===== src/rtl/riscv_dbg_pkg.sv =====
// Shared types and sizing helpers for the debug/readout blocks.
// The checksum state is only reached in builds with ELEMENT_DUMP_CHECKSUM_EN.
package riscv_dbg_pkg;

  typedef enum logic [1:0] {
    ST_IDLE = 2'd0,
    ST_SEND = 2'd1,
    ST_CSUM = 2'd2
  } dump_state_e;

  localparam int DATA_W_DEF     = 64;
  localparam int BYTES_PER_ELEM = DATA_W_DEF / 8;

  // Counter must hold the byte count itself without wrapping.
  function automatic int cnt_width(input int nbytes);
    return $clog2(nbytes + 1);
  endfunction

endpackage


===== src/rtl/element_dump_tx_byte_mux_sel.sv =====
// Combinational byte selector: byte k of data_i is data_i[8k+7:8k].
// An out-of-range index yields 8'h00.
module byte_mux_sel #(
  parameter int NBYTES = 64,
  parameter int IDX_W  = 7
) (
  input  logic [NBYTES*8-1:0] data_i,
  input  logic [IDX_W-1:0]    idx_i,
  output logic [7:0]          byte_o
);

  always_comb begin
    byte_o = 8'h00;
    for (int k = 0; k < NBYTES; k++) begin
      if (idx_i == IDX_W'(k)) byte_o = data_i[8*k +: 8];
    end
  end

endmodule


===== src/rtl/element_dump_tx.sv =====
// Snapshots NUM_ELEM elements and streams them LSB byte first over valid/ready.
// Define ELEMENT_DUMP_CHECKSUM_EN to append one XOR checksum byte.
module element_dump_tx
  import riscv_dbg_pkg::*;
#(
  parameter int NUM_ELEM = 8,
  parameter int DATA_W   = 64
) (
  input  logic                       clk,
  input  logic                       reset,
  input  logic                       start,
  input  logic [NUM_ELEM*DATA_W-1:0] elements_in,
  output logic [7:0]                 out_data,
  output logic                       out_valid,
  input  logic                       out_ready,
  output logic                       busy,
  output logic                       done
);

  localparam int NBYTES = NUM_ELEM * DATA_W / 8;
  localparam int CNT_W  = cnt_width(NBYTES);
  localparam int SNAP_W = NUM_ELEM * DATA_W;
  localparam logic [CNT_W-1:0] LAST_IDX = CNT_W'(NBYTES - 1);

  dump_state_e       state_q, state_d;
  logic [CNT_W-1:0]  cnt_q, cnt_d;
  logic [SNAP_W-1:0] snap_q, snap_d;
  logic [7:0]        data_q, data_d, sel_byte;
  logic              valid_q, valid_d, busy_q, busy_d, done_q, done_d;
  logic              fire;
`ifdef ELEMENT_DUMP_CHECKSUM_EN
  logic [7:0]        csum_q, csum_d;
`endif

  // Selector looks at next-state snapshot/counter so out_data stays registered.
  byte_mux_sel #(.NBYTES(NBYTES), .IDX_W(CNT_W)) u_sel (
    .data_i (snap_d),
    .idx_i  (cnt_d),
    .byte_o (sel_byte)
  );

  assign fire = valid_q && out_ready;

  always_comb begin
    state_d = state_q;
    cnt_d   = cnt_q;
    snap_d  = snap_q;
    valid_d = valid_q;
    busy_d  = busy_q;
    done_d  = 1'b0;
`ifdef ELEMENT_DUMP_CHECKSUM_EN
    csum_d  = csum_q;
`endif
    case (state_q)
      ST_IDLE: begin
        if (start) begin
          snap_d  = elements_in;
          cnt_d   = '0;
          valid_d = 1'b1;
          busy_d  = 1'b1;
          state_d = ST_SEND;
`ifdef ELEMENT_DUMP_CHECKSUM_EN
          csum_d  = 8'h00;
`endif
        end
      end
      ST_SEND: begin
        if (fire) begin
`ifdef ELEMENT_DUMP_CHECKSUM_EN
          csum_d = csum_q ^ data_q;
`endif
          if (cnt_q == LAST_IDX) begin
`ifdef ELEMENT_DUMP_CHECKSUM_EN
            cnt_d   = CNT_W'(NBYTES);
            state_d = ST_CSUM;
`else
            cnt_d   = '0;
            valid_d = 1'b0;
            busy_d  = 1'b0;
            done_d  = 1'b1;
            state_d = ST_IDLE;
`endif
          end else begin
            cnt_d = cnt_q + CNT_W'(1);
          end
        end
      end
`ifdef ELEMENT_DUMP_CHECKSUM_EN
      ST_CSUM: begin
        if (fire) begin
          cnt_d   = '0;
          valid_d = 1'b0;
          busy_d  = 1'b0;
          done_d  = 1'b1;
          state_d = ST_IDLE;
        end
      end
`endif
      default: state_d = ST_IDLE;
    endcase
  end

  always_comb begin
    data_d = 8'h00;
    if (state_d == ST_SEND) data_d = sel_byte;
`ifdef ELEMENT_DUMP_CHECKSUM_EN
    else if (state_d == ST_CSUM) data_d = csum_d;
`endif
  end

  always_ff @(posedge clk or negedge reset) begin
    if (!reset) begin
      state_q <= ST_IDLE;
      cnt_q   <= '0;
      snap_q  <= '0;
      data_q  <= 8'h00;
      valid_q <= 1'b0;
      busy_q  <= 1'b0;
      done_q  <= 1'b0;
`ifdef ELEMENT_DUMP_CHECKSUM_EN
      csum_q  <= 8'h00;
`endif
    end else begin
      state_q <= state_d;
      cnt_q   <= cnt_d;
      snap_q  <= snap_d;
      data_q  <= data_d;
      valid_q <= valid_d;
      busy_q  <= busy_d;
      done_q  <= done_d;
`ifdef ELEMENT_DUMP_CHECKSUM_EN
      csum_q  <= csum_d;
`endif
    end
  end

  assign out_data  = data_q;
  assign out_valid = valid_q;
  assign busy      = busy_q;
  assign done      = done_q;

endmodule


===== config.mk =====
export PLATFORM = sky130hd
export DESIGN_NAME = element_dump_tx
export DESIGN_NICKNAME = d
export VERILOG_FILES = /design/src/rtl/riscv_dbg_pkg.sv /design/src/rtl/element_dump_tx_byte_mux_sel.sv /design/src/rtl/element_dump_tx.sv
export SDC_FILE = /design/constraint.sdc
export NUM_CORES = 1
export LEC_CHECK = 0
export CORE_MARGIN = 2
export CORE_UTILIZATION = 55
export CTS_CLUSTER_DIAMETER = 120
export DETAILED_ROUTE_END_ITERATION = 10
export DONT_BUFFER_PORTS = 1
export PLACE_DENSITY = 0.68
export SKIP_LAST_GASP = 1
export SLEW_MARGIN = 20
export SYNTH_ARGS = -nofsm -noshare
export SYNTH_HDL_FRONTEND = slang
export SYNTH_SLANG_ARGS = --single-unit
export TNS_END_PERCENT = 50

===== constraint.sdc =====
create_clock -name clk -period 4.09 [get_ports clk]
set_input_delay 0.818 -clock clk [delete_from_list [all_inputs] [get_ports clk]]
set_output_delay 0.818 -clock clk [all_outputs]
set_load 0.05 [all_outputs]

==> out/metrics.cfg <==
[synthesis]
async_reset_ff_frac = 1.00
syn_nets = 3746
synth-seq-cells = 531
synth-seq-area-share = 0.506
synth_area_mm2 = 0.0262
synth_edf_count = 0
yosys.area.top_type_share = 0.506
yosys-top-cells-count = nand2_1, dfrtp_1, a21oi_1
synthFlopType = dfrtp_1
synth_area_leader_cell = dfrtp_1
synth_area_leaders = dfrtp_1, nand2_1, a21oi_1
ys_types = 100
synthCells = 3229
ys_warn_count = 0
synth.most_common_cell = nand2_1
syn_area_per_cell_um2 = 8.13

[sta]
worstMarginPinSlew_ns = 2.03
drv_slew = 243
relSlewSlack = -0.354
setup_tns_ns = 0
worst_slack_ns = 0.0415
fin_crit_sh = 0.990
rsz0062_at_grt = yes
holdWs_ns = -0.110
fmax_ghz = 0.247
hold_viol_final = 155
layout_min_cycle_time_ns = 4.05
skew_ns = 0.0204
setup_violations = 0

[routing]
first_pass_iters = 8
postRouteAntennaNets = 0
vias = 26928
routed_wl_um = 128000
wl_per_cell_um = 31.5
viasPerCell = 6.64
drt_iter0_markers = 4292
drcViolationCount = 0

[floorplan]
die_h_um = 222
die_w_um = 222
fp-row-count = 80
die_area_mm2 = 0.0495
pin_count = 527
initial_utilization = 0.553
core_mm2 = 0.0474

[cells_and_area]
multi_input_comb_area_mm2 = 0.0119
area_delta_synth_final_pct = 16.3
regArea_mm2 = 0.0133
nFillCells = 3828
drive_above_1_share = 0.137
final_nets = 3906

[worst_setup_path]
critPathRequiredTime_ns = 4.59
r2r_cells = 16
cp-start-kind = flop
r2r-start = cnt_q[0]
critical_path_arrival_ns = 4.54
setup.worst_path.end_class = flop
reg2reg_slack_ns = 0.04
path_class = flop to flop
cp_max_fo = 12
r2r_end = out_data[2]

[clocking]
clockRootBuffer = clkbuf_16
cts.path.max_buffers = 3
cts_buffers = 52
cts_max_level = 2
clkLatencyLatePin_ns = 0.63
path_clk_slew_ns = 0.07
cts_tree = done
cts.sinks = 531

[global_route]
grt_max_degree = 532
track_usage = 0.509
grt_overflow = 0
antenna_found_initial = 21
grt_pass1_wl_um = 179000
grt_pass1_vias = 25743

[status]
violations = hold timing, slew limit
status = complete, but fails checks

[placed_design]
io_buffer_count = 0
dp_slack_ns = -0.358
hpwl_um = 98700
gp_congestion = 1.09

[pwr]
p_per_area_mw_per_mm2 = 508
leakage_nw = 15.3
vdd_drop_max_mv = 0.594

[flow_run]
cap_violations = 0

[hold_path]
hold_class = primary input to async pin

## power by group
part | switching (mW) | leakage (nW) | internal (mW)
clock | 2.15 | 0.844 | 2.76
sequential | 0.392 | 6.59 | 6.24
combinational | 2.86 | 7.83 | 1.12
total | 5.40 | 15.3 | 10.1
## stage by stage
stage / utilization / cell area, µm² / total power [mW] / cells
final: 0.643 / 30500 / 15.5 / 4054
after detailed placement: 0.606 / 28800 / 10.4 / 3950
after CTS: 0.642 / 30500 / 15.3 / 4044
after floorplan: - / 26200 / 8.62 / 3229
after global routing: 0.643 / 30500 / 15.9 / 4048
after global placement: 0.606 / 28800 / 10.3 / 3950
## how the worst max path moves through the flow
stage	start	endpoint	slack (ns)
6_report	cnt_q[0]	out_data[2]	0.04
5_1_grt	cnt_q[1]	out_data[2]	-0.09
4_1_cts	state_q[1]	out_data[5]	-0.03
3_5_place_dp	out_ready	out_data[3]	-0.36
3_3_place_gp	out_ready	out_data[3]	-0.36
2_1_floorplan	start	out_data[5]	0.80
## timing repair
item	CTS	global route
gates cloned	0	0
pin swaps	0	0
setup buffers	0	0
hold endpoints to repair	531	340
endpoints found under the setup margin	2	4
gates resized for setup	1	2
## registers in the layout, summed over array words and instances, names as in the netlist
| signal | flops |
|---|---|
| done | 1 |
| cnt_q | 7 |
| snap_q | 512 |
| state_q | 2 |
| out_data | 8 |
| busy | 1 |
## cell families (layout without fill, tap and decap cells)
family | after synthesis | after routing | synth area share
adders and majority gates | 1 | 1 | 0.000477
DFF | 531 | 531 | 0.506
other | 1 | 11 | 0.000143
AOI/OAI and AO/OA | 588 | 588 | 0.156
muxes | 37 | 37 | 0.0143
buffers and inverters | 239 | 439 | 0.0410
and+or+nand+nor | 1832 | 1832 | 0.282
## area by class of cell
type,instances,area share
sequential,531,0.435
clock inverter,16,0.00562
clock buffer,78,0.0508
tap,615,0.0252
multi-input combinational,2459,0.391
antenna,10,0.000820
timing repair buffer,307,0.0866
inverter,38,0.00467
## worst max-delay path, stage by stage (launching register included)
cell and delay, ns:
dfrtp_1 0.35, ha_1 0.25, nand3_2 0.18, o31ai_2 0.33, buf_4 0.18, a21oi_4 0.05, buf_4 0.19, nor4_2 0.51
buf_4 0.22, buf_4 0.25, nand3_1 0.12, a31oi_1 0.22, a221oi_1 0.12, nand2_1 0.21, a31oi_1 0.08, a211oi_1 0.49
a31oi_1 0.15
## routing by layer
layer  wire, µm  track usage  up-vias  part of all wire
li1           -            -    11149                 -
met1      46700        0.660    12920              0.37
met2      54300        0.749     2290              0.43
met3      16900        0.156      553              0.13
met4       9730        0.317       16             0.076
met5        110            0        -           0.00086
## layout by cell type, fill, tap and decap left out, types with 38 or more instances in the layout
cell type and count:
nand2_1 1562, dfrtp_1 531, buf_4 280, a21oi_1 117
o21ai_0 108, nor2_1 89, clkbuf_16 53, nand3_1 52
o22ai_1 39, a22oi_1 38
Power figures use the tool's default switching activity.
